--- config.mk ---
export PLATFORM = sky130hd
export DESIGN_NAME = video_stream_gen
export DESIGN_NICKNAME = d
export VERILOG_FILES = /design/src/rtl/video_pkg.sv /design/src/rtl/video_pattern_lut.sv /design/src/rtl/video_stream_gen.sv
export SDC_FILE = /design/constraint.sdc
export NUM_CORES = 1
export LEC_CHECK = 0
export CAP_MARGIN = 30
export CORE_ASPECT_RATIO = 1.25
export CORE_MARGIN = 3
export CORE_UTILIZATION = 29
export CTS_CLUSTER_SIZE = 8
export DETAILED_ROUTE_END_ITERATION = 12
export GPL_TIMING_DRIVEN = 0
export PLACE_DENSITY = 0.58
export SLEW_MARGIN = 0
export SYNTH_ARGS = -nofsm -noshare
export SYNTH_HDL_FRONTEND = slang
export SYNTH_SLANG_ARGS = --single-unit
--- constraint.sdc ---
create_clock -name clk -period 3.96 [get_ports clk]
set_clock_uncertainty 0.2 [all_clocks]
set_input_delay 0.792 -clock clk [delete_from_list [all_inputs] [get_ports clk]]
set_output_delay 0.792 -clock clk [all_outputs]
set_load 0.02 [all_outputs]
--- src/rtl/video_pkg.sv ---
// ----------------------------------------------------------------------------
// video_pkg
//   Shared constants for the video stream generator: pattern select codes,
//   FSM state encoding and the checker tile size (as a bit index into x/y).
// ----------------------------------------------------------------------------
package video_pkg;

    // pattern_sel encodings
    localparam logic [1:0] PAT_XRAMP   = 2'd0;
    localparam logic [1:0] PAT_YRAMP   = 2'd1;
    localparam logic [1:0] PAT_CHECKER = 2'd2;
    localparam logic [1:0] PAT_CONST   = 2'd3;

    // Checker tiles are 2^CHECKER_SHIFT pixels square
    localparam int CHECKER_SHIFT = 3;

    typedef enum logic [1:0] {
        ST_IDLE   = 2'd0,
        ST_ACTIVE = 2'd1,
        ST_HBLANK = 2'd2,
        ST_VBLANK = 2'd3
    } state_e;

endpackage : video_pkg

--- src/rtl/video_pattern_lut.sv ---
// ----------------------------------------------------------------------------
// video_pattern_lut
//   Combinational test-pattern generator. Maps the (x,y) position of the pixel
//   being emitted to a pixel value; the parent registers the result.
// Ports
//   x_i, y_i  : low PIXEL_WIDTH bits of the pixel position
//   sel_i     : pattern select (PAT_XRAMP/PAT_YRAMP/PAT_CHECKER/PAT_CONST)
//   val_i     : constant value / checker "white" level
//   pix_o     : pixel value
// ----------------------------------------------------------------------------
module video_pattern_lut
    import video_pkg::*;
#(
    parameter int PIXEL_WIDTH = 12
) (
    input  logic [PIXEL_WIDTH-1:0] x_i,
    input  logic [PIXEL_WIDTH-1:0] y_i,
    input  logic [1:0]             sel_i,
    input  logic [PIXEL_WIDTH-1:0] val_i,
    output logic [PIXEL_WIDTH-1:0] pix_o
);

    always_comb begin
        pix_o = '0;
        case (sel_i)
            PAT_XRAMP:   pix_o = x_i;
            PAT_YRAMP:   pix_o = y_i;
            PAT_CHECKER: pix_o = (x_i[CHECKER_SHIFT] ^ y_i[CHECKER_SHIFT]) ? val_i : '0;
            default:     pix_o = val_i;
        endcase
    end

endmodule : video_pattern_lut

--- src/rtl/video_stream_gen.sv ---
// ----------------------------------------------------------------------------
// video_stream_gen
//   Programmable de/hs/vs pixel stream source with built-in test patterns.
//   Frame geometry, blanking, de throttling and pattern are sampled into
//   shadow registers at each frame start and held for the whole frame.
// Ports
//   clk, rst_n      : clock, asynchronous active-low reset
//   enable          : start frames while high; stops at a frame boundary
//   h_active/v_active : frame size (either 0 = no output)
//   h_blank/v_blank : idle cycles after a line / after a frame
//   de_period       : idle cycles between pixels of a line
//   pattern_sel/val : pattern select and constant / checker level
//   do_o/de_o/hs_o/vs_o : registered pixel stream
//   busy_o          : high while a frame (incl. v_blank) is in progress
// ----------------------------------------------------------------------------
module video_stream_gen
    import video_pkg::*;
#(
    parameter int PIXEL_WIDTH = 12,
    parameter int CNT_WIDTH   = 16
) (
    input  logic                   clk,
    input  logic                   rst_n,
    input  logic                   enable,
    input  logic [CNT_WIDTH-1:0]   h_active,
    input  logic [CNT_WIDTH-1:0]   v_active,
    input  logic [CNT_WIDTH-1:0]   h_blank,
    input  logic [CNT_WIDTH-1:0]   v_blank,
    input  logic [3:0]             de_period,
    input  logic [1:0]             pattern_sel,
    input  logic [PIXEL_WIDTH-1:0] pattern_val,
    output logic [PIXEL_WIDTH-1:0] do_o,
    output logic                   de_o,
    output logic                   hs_o,
    output logic                   vs_o,
    output logic                   busy_o
);

    localparam logic [CNT_WIDTH-1:0] CNT_ONE = CNT_WIDTH'(1);

    state_e                 state_q, state_d;
    logic [CNT_WIDTH-1:0]   x_q, x_d;
    logic [CNT_WIDTH-1:0]   y_q, y_d;
    logic [3:0]             gap_q, gap_d;
    logic [CNT_WIDTH-1:0]   blank_q, blank_d;
    // Set by the last pixel of a line: the following ACTIVE cycle is the
    // line-exit cycle, where the line/frame decision is taken.
    logic                   exit_q, exit_d;

    // Shadow configuration
    logic [CNT_WIDTH-1:0]   cfg_h_q, cfg_h_d;
    logic [CNT_WIDTH-1:0]   cfg_v_q, cfg_v_d;
    logic [CNT_WIDTH-1:0]   cfg_hb_q, cfg_hb_d;
    logic [CNT_WIDTH-1:0]   cfg_vb_q, cfg_vb_d;
    logic [3:0]             cfg_dp_q, cfg_dp_d;
    logic [1:0]             cfg_sel_q, cfg_sel_d;
    logic [PIXEL_WIDTH-1:0] cfg_val_q, cfg_val_d;

    // Output registers
    logic [PIXEL_WIDTH-1:0] do_q, do_d;
    logic                   de_q, de_d;
    logic                   hs_q, hs_d;
    logic                   vs_q, vs_d;
    logic                   busy_q, busy_d;

    logic                   start_ok;
    logic                   pix_fire;
    logic                   frame_boundary;
    logic [PIXEL_WIDTH-1:0] pix;

    assign start_ok = enable && (h_active != '0) && (v_active != '0);
    assign pix_fire = (state_q == ST_ACTIVE) && !exit_q && (gap_q == '0);

    video_pattern_lut #(
        .PIXEL_WIDTH (PIXEL_WIDTH)
    ) u_lut (
        .x_i   (x_q[PIXEL_WIDTH-1:0]),
        .y_i   (y_q[PIXEL_WIDTH-1:0]),
        .sel_i (cfg_sel_q),
        .val_i (cfg_val_q),
        .pix_o (pix)
    );

    // ------------------------------------------------------------------
    // State register
    // ------------------------------------------------------------------
    always_ff @(posedge clk or negedge rst_n) begin
        if (!rst_n) begin
            state_q   <= ST_IDLE;
            x_q       <= '0;
            y_q       <= '0;
            gap_q     <= '0;
            blank_q   <= '0;
            exit_q    <= 1'b0;
            cfg_h_q   <= '0;
            cfg_v_q   <= '0;
            cfg_hb_q  <= '0;
            cfg_vb_q  <= '0;
            cfg_dp_q  <= '0;
            cfg_sel_q <= '0;
            cfg_val_q <= '0;
            do_q      <= '0;
            de_q      <= 1'b0;
            hs_q      <= 1'b0;
            vs_q      <= 1'b0;
            busy_q    <= 1'b0;
        end else begin
            state_q   <= state_d;
            x_q       <= x_d;
            y_q       <= y_d;
            gap_q     <= gap_d;
            blank_q   <= blank_d;
            exit_q    <= exit_d;
            cfg_h_q   <= cfg_h_d;
            cfg_v_q   <= cfg_v_d;
            cfg_hb_q  <= cfg_hb_d;
            cfg_vb_q  <= cfg_vb_d;
            cfg_dp_q  <= cfg_dp_d;
            cfg_sel_q <= cfg_sel_d;
            cfg_val_q <= cfg_val_d;
            do_q      <= do_d;
            de_q      <= de_d;
            hs_q      <= hs_d;
            vs_q      <= vs_d;
            busy_q    <= busy_d;
        end
    end

    // ------------------------------------------------------------------
    // Next state and counters
    // ------------------------------------------------------------------
    always_comb begin
        state_d        = state_q;
        x_d            = x_q;
        y_d            = y_q;
        gap_d          = gap_q;
        blank_d        = blank_q;
        exit_d         = exit_q;
        cfg_h_d        = cfg_h_q;
        cfg_v_d        = cfg_v_q;
        cfg_hb_d       = cfg_hb_q;
        cfg_vb_d       = cfg_vb_q;
        cfg_dp_d       = cfg_dp_q;
        cfg_sel_d      = cfg_sel_q;
        cfg_val_d      = cfg_val_q;
        frame_boundary = 1'b0;

        case (state_q)
            ST_IDLE: frame_boundary = 1'b1;

            ST_ACTIVE: begin
                if (exit_q) begin
                    exit_d = 1'b0;
                    if (y_q != cfg_v_q - CNT_ONE) begin
                        y_d   = y_q + CNT_ONE;
                        gap_d = '0;
                        if (cfg_hb_q != '0) begin
                            state_d = ST_HBLANK;
                            blank_d = cfg_hb_q - CNT_ONE;
                        end
                    end else if (cfg_vb_q != '0) begin
                        state_d = ST_VBLANK;
                        blank_d = cfg_vb_q - CNT_ONE;
                    end else begin
                        frame_boundary = 1'b1;
                    end
                end else if (pix_fire) begin
                    gap_d = cfg_dp_q;
                    if (x_q == cfg_h_q - CNT_ONE) begin
                        x_d    = '0;
                        exit_d = 1'b1;
                    end else begin
                        x_d = x_q + CNT_ONE;
                    end
                end else begin
                    gap_d = gap_q - 4'd1;
                end
            end

            ST_HBLANK: begin
                if (blank_q == '0) begin
                    state_d = ST_ACTIVE;
                    gap_d   = '0;
                end else begin
                    blank_d = blank_q - CNT_ONE;
                end
            end

            default: begin // ST_VBLANK
                if (blank_q == '0) frame_boundary = 1'b1;
                else               blank_d = blank_q - CNT_ONE;
            end
        endcase

        // Frame boundary: either launch a new frame with fresh config or idle.
        if (frame_boundary) begin
            if (start_ok) begin
                state_d   = ST_ACTIVE;
                x_d       = '0;
                y_d       = '0;
                gap_d     = '0;
                exit_d    = 1'b0;
                cfg_h_d   = h_active;
                cfg_v_d   = v_active;
                cfg_hb_d  = h_blank;
                cfg_vb_d  = v_blank;
                cfg_dp_d  = de_period;
                cfg_sel_d = pattern_sel;
                cfg_val_d = pattern_val;
            end else begin
                state_d = ST_IDLE;
            end
        end
    end

    // ------------------------------------------------------------------
    // Output decode (registered next cycle)
    // ------------------------------------------------------------------
    always_comb begin
        de_d   = pix_fire;
        hs_d   = pix_fire && (x_q == '0);
        vs_d   = pix_fire && (x_q == '0) && (y_q == '0);
        do_d   = pix_fire ? pix : '0;
        busy_d = (state_d != ST_IDLE);
    end

    assign do_o   = do_q;
    assign de_o   = de_q;
    assign hs_o   = hs_q;
    assign vs_o   = vs_q;
    assign busy_o = busy_q;

endmodule : video_stream_gen
# After elaboration in Yosys (flattened, before gate mapping)
# Index checks and enable logic that the tools add are counted.
[word_totals]
ram_bits = 0
latchBits = 0
n_memories = 0
wordCells = 104
input_bits = 85
romBits = 0
ff_bits = 153
[op_classes]
bitwise_logic = 2
multipliers = 0
n_eq_ne = 10
div_mod_pow = 0
reduce_logical = 20
order_cmp = 0
n_addsub = 8
n_mux = 46
n_shift = 0
[ops]
columns = ["operator", "count"]
rows = [
  ["$mux 16", 16],
  ["$sub 16x1->16 const B", 5],
  ["$reduce_bool 16->1", 4],
  ["$logic_not 16->1", 3],
  ["$pmux 12 s3", 1],
  ["$add 16x1->16 const B", 2],
  ["$pmux 16 s2", 1],
  ["$mux 12", 2],
  ["$mux 4", 6],
  ["$eq 16x16->1", 1],
  ["$ne 16x16->1", 1],
  ["$mux 2", 6],
  ["$mux 1", 11],
  ["$pmux 4 s2", 1],
  ["$logic_and 1x1->1", 6],
  ["$reduce_and 5->1", 1],
  ["$eq 2x1->1 const B", 2],
  ["$eq 2x2->1 const B", 2],
  ["$logic_not 2->1", 2],
  ["$logic_not 4->1", 1],
  ["$ne 2x2->1 const B", 2],
  ["$pmux 2 s2", 1],
  ["$sub 4x1->4 const B", 1],
  ["$ne 3x1->1 const B", 1],
  ["7 further kinds", 7],
]

# Longest topological paths before layout
[depth]
word_depth = 8
ltp_mapped = 17

# By module
# From an unflattened synthesis, not the netlist that was laid out.
[hier_totals]
hier_cells = 825
hier_area_um2 = 8481.9
[modules_own_cells]
columns = ["module", "n_inst", "cells_each", "area_each_um2"]
rows = [
  ["video_stream_gen", 1, 791, 8189.1],
  ["video_pattern_lut", 1, 34, 292.8],
]

# Worst setup path before layout
# OpenSTA, ideal clock, no wires.
[synth_timing]
path_kind = "flip-flop to flip-flop"
from = "register cfg_v_q[0]"
to = "register blank_q[15]"
setup_ns = 0.125
stages_incl_launch_ff = 17
arrival_ns = 3.569
t_required_ns = 3.635
slack_ns = 0.066
path_cell_list = "dfrtp_1 inv_1 ha_1 or4b_4 a211o_1 a21o_1 a22oi_1 and4b_1 buf_6 buf_12 mux2_4 mux2i_4 nand4_2 buf_6 nor3_2 a221oi_1 mux2_2"
[synth_via]
elab_chain_cells = 5
word_cells_on_any_way = 8
cone_classes = "1 x add/sub; 3 x eq/ne; 3 x mux; 1 x reduce/logical"
[synth_lines]
columns = ["element", "line", "text"]
rows = [
  ["from (decl)", "video_stream_gen.sv:52", "logic [CNT_WIDTH-1:0] cfg_v_q, cfg_v_d;"],
  ["from (signal assigned)", "video_stream_gen.sv:115", "cfg_v_q <= cfg_v_d;"],
  ["$sub 16x1->16 (*)", "video_stream_gen.sv:154", "if (y_q != cfg_v_q - CNT_ONE) begin"],
  ["$ne 16x16->1 (*)", "video_stream_gen.sv:154", ""],
  ["$mux 16", "video_stream_gen.sv:154", ""],
  ["$mux 16", "video_stream_gen.sv:152", "if (exit_q) begin"],
  ["$pmux 16 s2", "video_stream_gen.sv:148", "case (state_q)"],
  ["to (signal assigned)", "video_stream_gen.sv:112", "blank_q <= blank_d;"],
  ["to (decl)", "video_stream_gen.sv:45", "logic [CNT_WIDTH-1:0] blank_q, blank_d;"],
]
# Mark *: on every way between the ends. The rest lies on a longest branch, timed or not. The select of a mux whose other input is x is not followed.
# A chain may end at the register's enable or synchronous reset.

# Final worst setup path
[layout_timing]
from = "register cfg_v_q[1]"
to = "register blank_q[7]"
# The elaborated chain is that of the path after synthesis.

==> flow_metrics.env <==
export IMPL_crit_family="simple AND/OR/NAND/NOR gates"
export IMPL_wire_per_inst_um=16.8
export IMPL_syn_cell_area_um2=8660
export IMPL_max_vdd_ir_drop_uv=263
export IMPL_drive_gt1_share_pct=20.7
export IMPL_cts_buffer_depth=2
export IMPL_root_buffer="clkbuf_16"
export IMPL_crit_type="register to register"
export IMPL_fp_coreArea_um2=29300
export IMPL_instances_no_fill=1420
export IMPL_slowest_delay_ps=500
export IMPL_path_buf_inv=4
export IMPL_drt_initial_drc_count=429
export IMPL_clk_latency_ps=440
export IMPL_cp_num_cells=16
export IMPL_syn_nets=971
export IMPL_cts_buffers=17
export IMPL_p_leak_uw=0.00448
export IMPL_ys_seq_area_share_pct=44.2
export IMPL_final_seq_area_um2=3830
export IMPL_cts_sinks=153
export IMPL_violations="setup timing"
export IMPL_worst_pin_slew_ps=662
export IMPL_arrival_ps=4350
export IMPL_syn_avg_cell_area_um2=9.92
export IMPL_hp_class="primary input to asynchronous set/reset pin"
export IMPL_syn_inst=873
export IMPL_start_kind="register"
export IMPL_io_pins=101
export IMPL_slew_viol_final=0
export IMPL_status="finished, violations left"
export IMPL_synth_edf_count=0
export IMPL_overflow=0
export IMPL_cp_max_fo=10
export IMPL_maxClockFrequency_mhz=239
export IMPL_area_growth_pct=29.9
export IMPL_avgViaCountPerCell=4.99
export IMPL_ys_flop_type="dfrtp_1"
export IMPL_endpoint_kind="register"
export IMPL_grt_setup_unrepaired="true"
export IMPL_grt_pass1_vias=7186
export IMPL_period_needed_ps=4180
export IMPL_nNetsFinal=1109
export IMPL_dieArea_um2=32000
export IMPL_powerDensity_nw_per_um2=676
export IMPL_fp_dieW_um=161
export IMPL_die_h_um=199
export IMPL_yosysWarnings=0
export IMPL_postRouteAntennaNets=0
export IMPL_dp_cells=1370
export IMPL_yosysUniqueCellTypes=73
export IMPL_total_power_uw=7610
export IMPL_rr_worst_depth=16
export IMPL_track_usage_pct=14.9
export IMPL_relSlewSlack_pct=55.9
export IMPL_io_buffers=100
export IMPL_required_ps=4130
export IMPL_ys_async_sr_fraction_pct=100
export IMPL_hpwl_um=17500
export IMPL_finish_utilization_pct=38.3
export IMPL_maxCapViolCount=0
export IMPL_multi_input_area_um2=4700
export IMPL_firstDrtPassIters=5
export IMPL_clkTransAtPathRegs_ps=80
export IMPL_cts_tree="yes"
export IMPL_drc_errors=0
export IMPL_hold_viol=0
export IMPL_finalCritPeriodShare_pct=106
export IMPL_worstPathCellList="inv_2 -> ha_4 -> or4b_4 -> a211o_1 -> a21o_1 -> a22oi_2 -> and4b_2 -> buf_8 -> buf_12 -> mux2_4 -> mux2i_4 -> nand4_4 -> buf_6 -> or4_1 -> o311ai_1 -> a22o_1"
export IMPL_place_ws_ps=-804
export IMPL_antenna_found_initial=0
export IMPL_vias=7083
export IMPL_routed_wl_um=23900
export IMPL_grt_max_degree=92
export IMPL_insertedDiodeCount=0
export IMPL_grt_pass1_wl_um=38200
export IMPL_gp_congestion=0.884
export IMPL_fillers=2886
export IMPL_start_util_pct=29.5
export IMPL_ys_ff_latch=153
export IMPL_finalSetupViolCount=11
export IMPL_worst_slack_ps=-220
export IMPL_htree_levels=4
export IMPL_num_rows=70
export IMPL_crit_slowest_cell="or4b_4"
cell usage in the layout (no fill, tap or decap), types with 4 or more instances in the layout:
cell type | synthesis | layout
dfrtp_1 | 153 | 152
clkdlybuf4s50_1 | 0 | 99
nor2_1 | 99 | 96
mux2_2 | 79 | 79
nand2_1 | 68 | 68
xnor2_1 | 38 | 38
a21oi_1 | 42 | 36
xor2_1 | 33 | 33
o21ai_0 | 31 | 29
nor4_1 | 31 | 29
clkbuf_1 | 34 | 28
inv_1 | 26 | 24
buf_4 | 2 | 23
nand4_1 | 18 | 18
mux2i_1 | 23 | 17
clkbuf_16 | 0 | 17
nor3_1 | 15 | 14
or3_1 | 13 | 13
nand3_1 | 12 | 12
and3_1 | 12 | 12
ha_1 | 13 | 11
buf_6 | 5 | 8
a31oi_1 | 8 | 8
mux2i_4 | 1 | 8
a21oi_2 | 0 | 6
a21o_1 | 5 | 5
and4_1 | 6 | 5
nand2b_1 | 7 | 5
nor2b_1 | 6 | 5
buf_2 | 8 | 4
or2_2 | 4 | 4
o21a_1 | 4 | 4
nand3b_1 | 4 | 4
o22ai_1 | 4 | 4
o21ai_1 | 3 | 4
inv_6 | 0 | 4
clkinv_4 | 0 | 4
layout make-up:
| type | count | area share, % |
|---|---|---|
| tap | 396 | 4.40 |
| timing repair buffer | 121 | 10.7 |
| sequential | 153 | 34.0 |
| multi-input combinational | 638 | 41.8 |
| buffer | 54 | 3.03 |
| clock inverter | 15 | 1.41 |
| clock buffer | 17 | 3.78 |
| inverter | 26 | 0.868 |
per-layer routing:
metal,wire (µm),GRT usage [%]
met1,10000,17.7
met2,12200,26.7
met3,907,2.61
met4,743,5.95
met5,0,0
cell families (layout without fill, tap and decap cells):
family / after synthesis / count (layout) / synth area share [%]
multiplexers: 108 / 108 / 14.0
buffers and inverters: 82 / 233 / 4.38
AO/OA/AOI/OAI: 132 / 132 / 9.64
AND/OR/NAND/NOR: 314 / 314 / 18.7
flip-flops: 153 / 153 / 44.2
XOR/XNOR: 71 / 71 / 7.18
adder cells (fa/ha/maj): 13 / 13 / 1.88
timing repair:
| action | in CTS | in global routing |
|---|---|---|
| endpoints found under the setup margin | 131 | 132 |
| gates resized for setup | 44 | 37 |
| buffers inserted | 9 | 10 |
| cloned | 1 | 0 |
| hold buffers | 0 | 0 |
| pin swaps | 8 | 5 |
flip-flops by register name, summed over array words and instances, names as in the netlist:
register / flops
cfg_hb_q: 16
x_q: 16
cfg_val_q: 12
busy_o: 1
cfg_vb_q: 16
y_q: 16
hs_o: 1
blank_q: 16
cfg_v_q: 16
de_o: 1
do_o: 12
exit_q: 1
vs_o: 1
cfg_h_q: 16
cfg_dp_q: 4
cfg_sel_q: 2
gap_q: 4
state_q: 2
synth_stat cells (3+ instances only):
cell type	number	area, µm²
nor4_1	31	194
nand3_1	12	60.1
o21ai_0	31	155
buf_1	6	22.5
xor2_1	33	289
and4_1	6	52.6
buf_6	5	56.3
buf_2	8	40.0
a31oi_1	8	50.1
nand2_1	68	255
o211ai_1	3	22.5
nand2b_1	7	43.8
a21o_1	5	37.5
nand4_1	18	113
a21boi_0	3	22.5
nand3b_1	4	30.0
o2111ai_1	3	26.3
nor2b_1	6	37.5
o22ai_1	4	25.0
nor3_1	15	75.1
ha_1	13	163
inv_1	26	97.6
o21ai_1	3	15.0
xnor2_1	38	333
and3_1	12	75.1
mux2_2	79	890
a211oi_1	4	30.0
nor2_1	99	372
dfrtp_1	153	3830
or3_1	13	81.3
o21a_1	4	30.0
or2_2	4	25.0
mux2i_1	23	230
clkbuf_1	34	128
a21oi_1	42	210
worst paths after layout:
| kind | start | to | slack, ps |
|---|---|---|---|
| setup / recovery | cfg_v_q[1]$_DFFE_PN0P_ | blank_q[7]$_DFFE_PN0P_ | -220 |
| hold / removal | rst_n | cfg_hb_q[8]$_DFFE_PN0P_ | 60 |
| setup reg to reg | cfg_v_q[1]$_DFFE_PN0P_ | blank_q[7]$_DFFE_PN0P_ | -220 |
| hold reg to reg | cfg_val_q[7]$_DFFE_PN0P_ | cfg_val_q[7]$_DFFE_PN0P_ | 310 |
| max in group asynchronous | rst_n | x_q[5]$_DFF_PN0_ | 2660 |
| min in group clk | cfg_val_q[7]$_DFFE_PN0P_ | cfg_val_q[7]$_DFFE_PN0P_ | 310 |
power breakdown:
| group | internal, µW | leakage [µW] | switching (µW) |
|---|---|---|---|
| Sequential | 2120 | 0.00191 | 556 |
| Combinational | 1570 | 0.00229 | 1730 |
| Clock | 889 | 0.000281 | 747 |
| Total | 4580 | 0.00448 | 3030 |
through the flow:
step                      TNS [ps]  cell area [µm²]  hold WS (ps)
after floorplan                  0             8660           274
after global placement     -775350            10200           290
after detailed placement    -70990            10200           297
after CTS                    -1360            11000           107
after global routing         -4350            11200          95.8
final                        -1360            11200          64.2
Power figures use the tool's default switching activity.
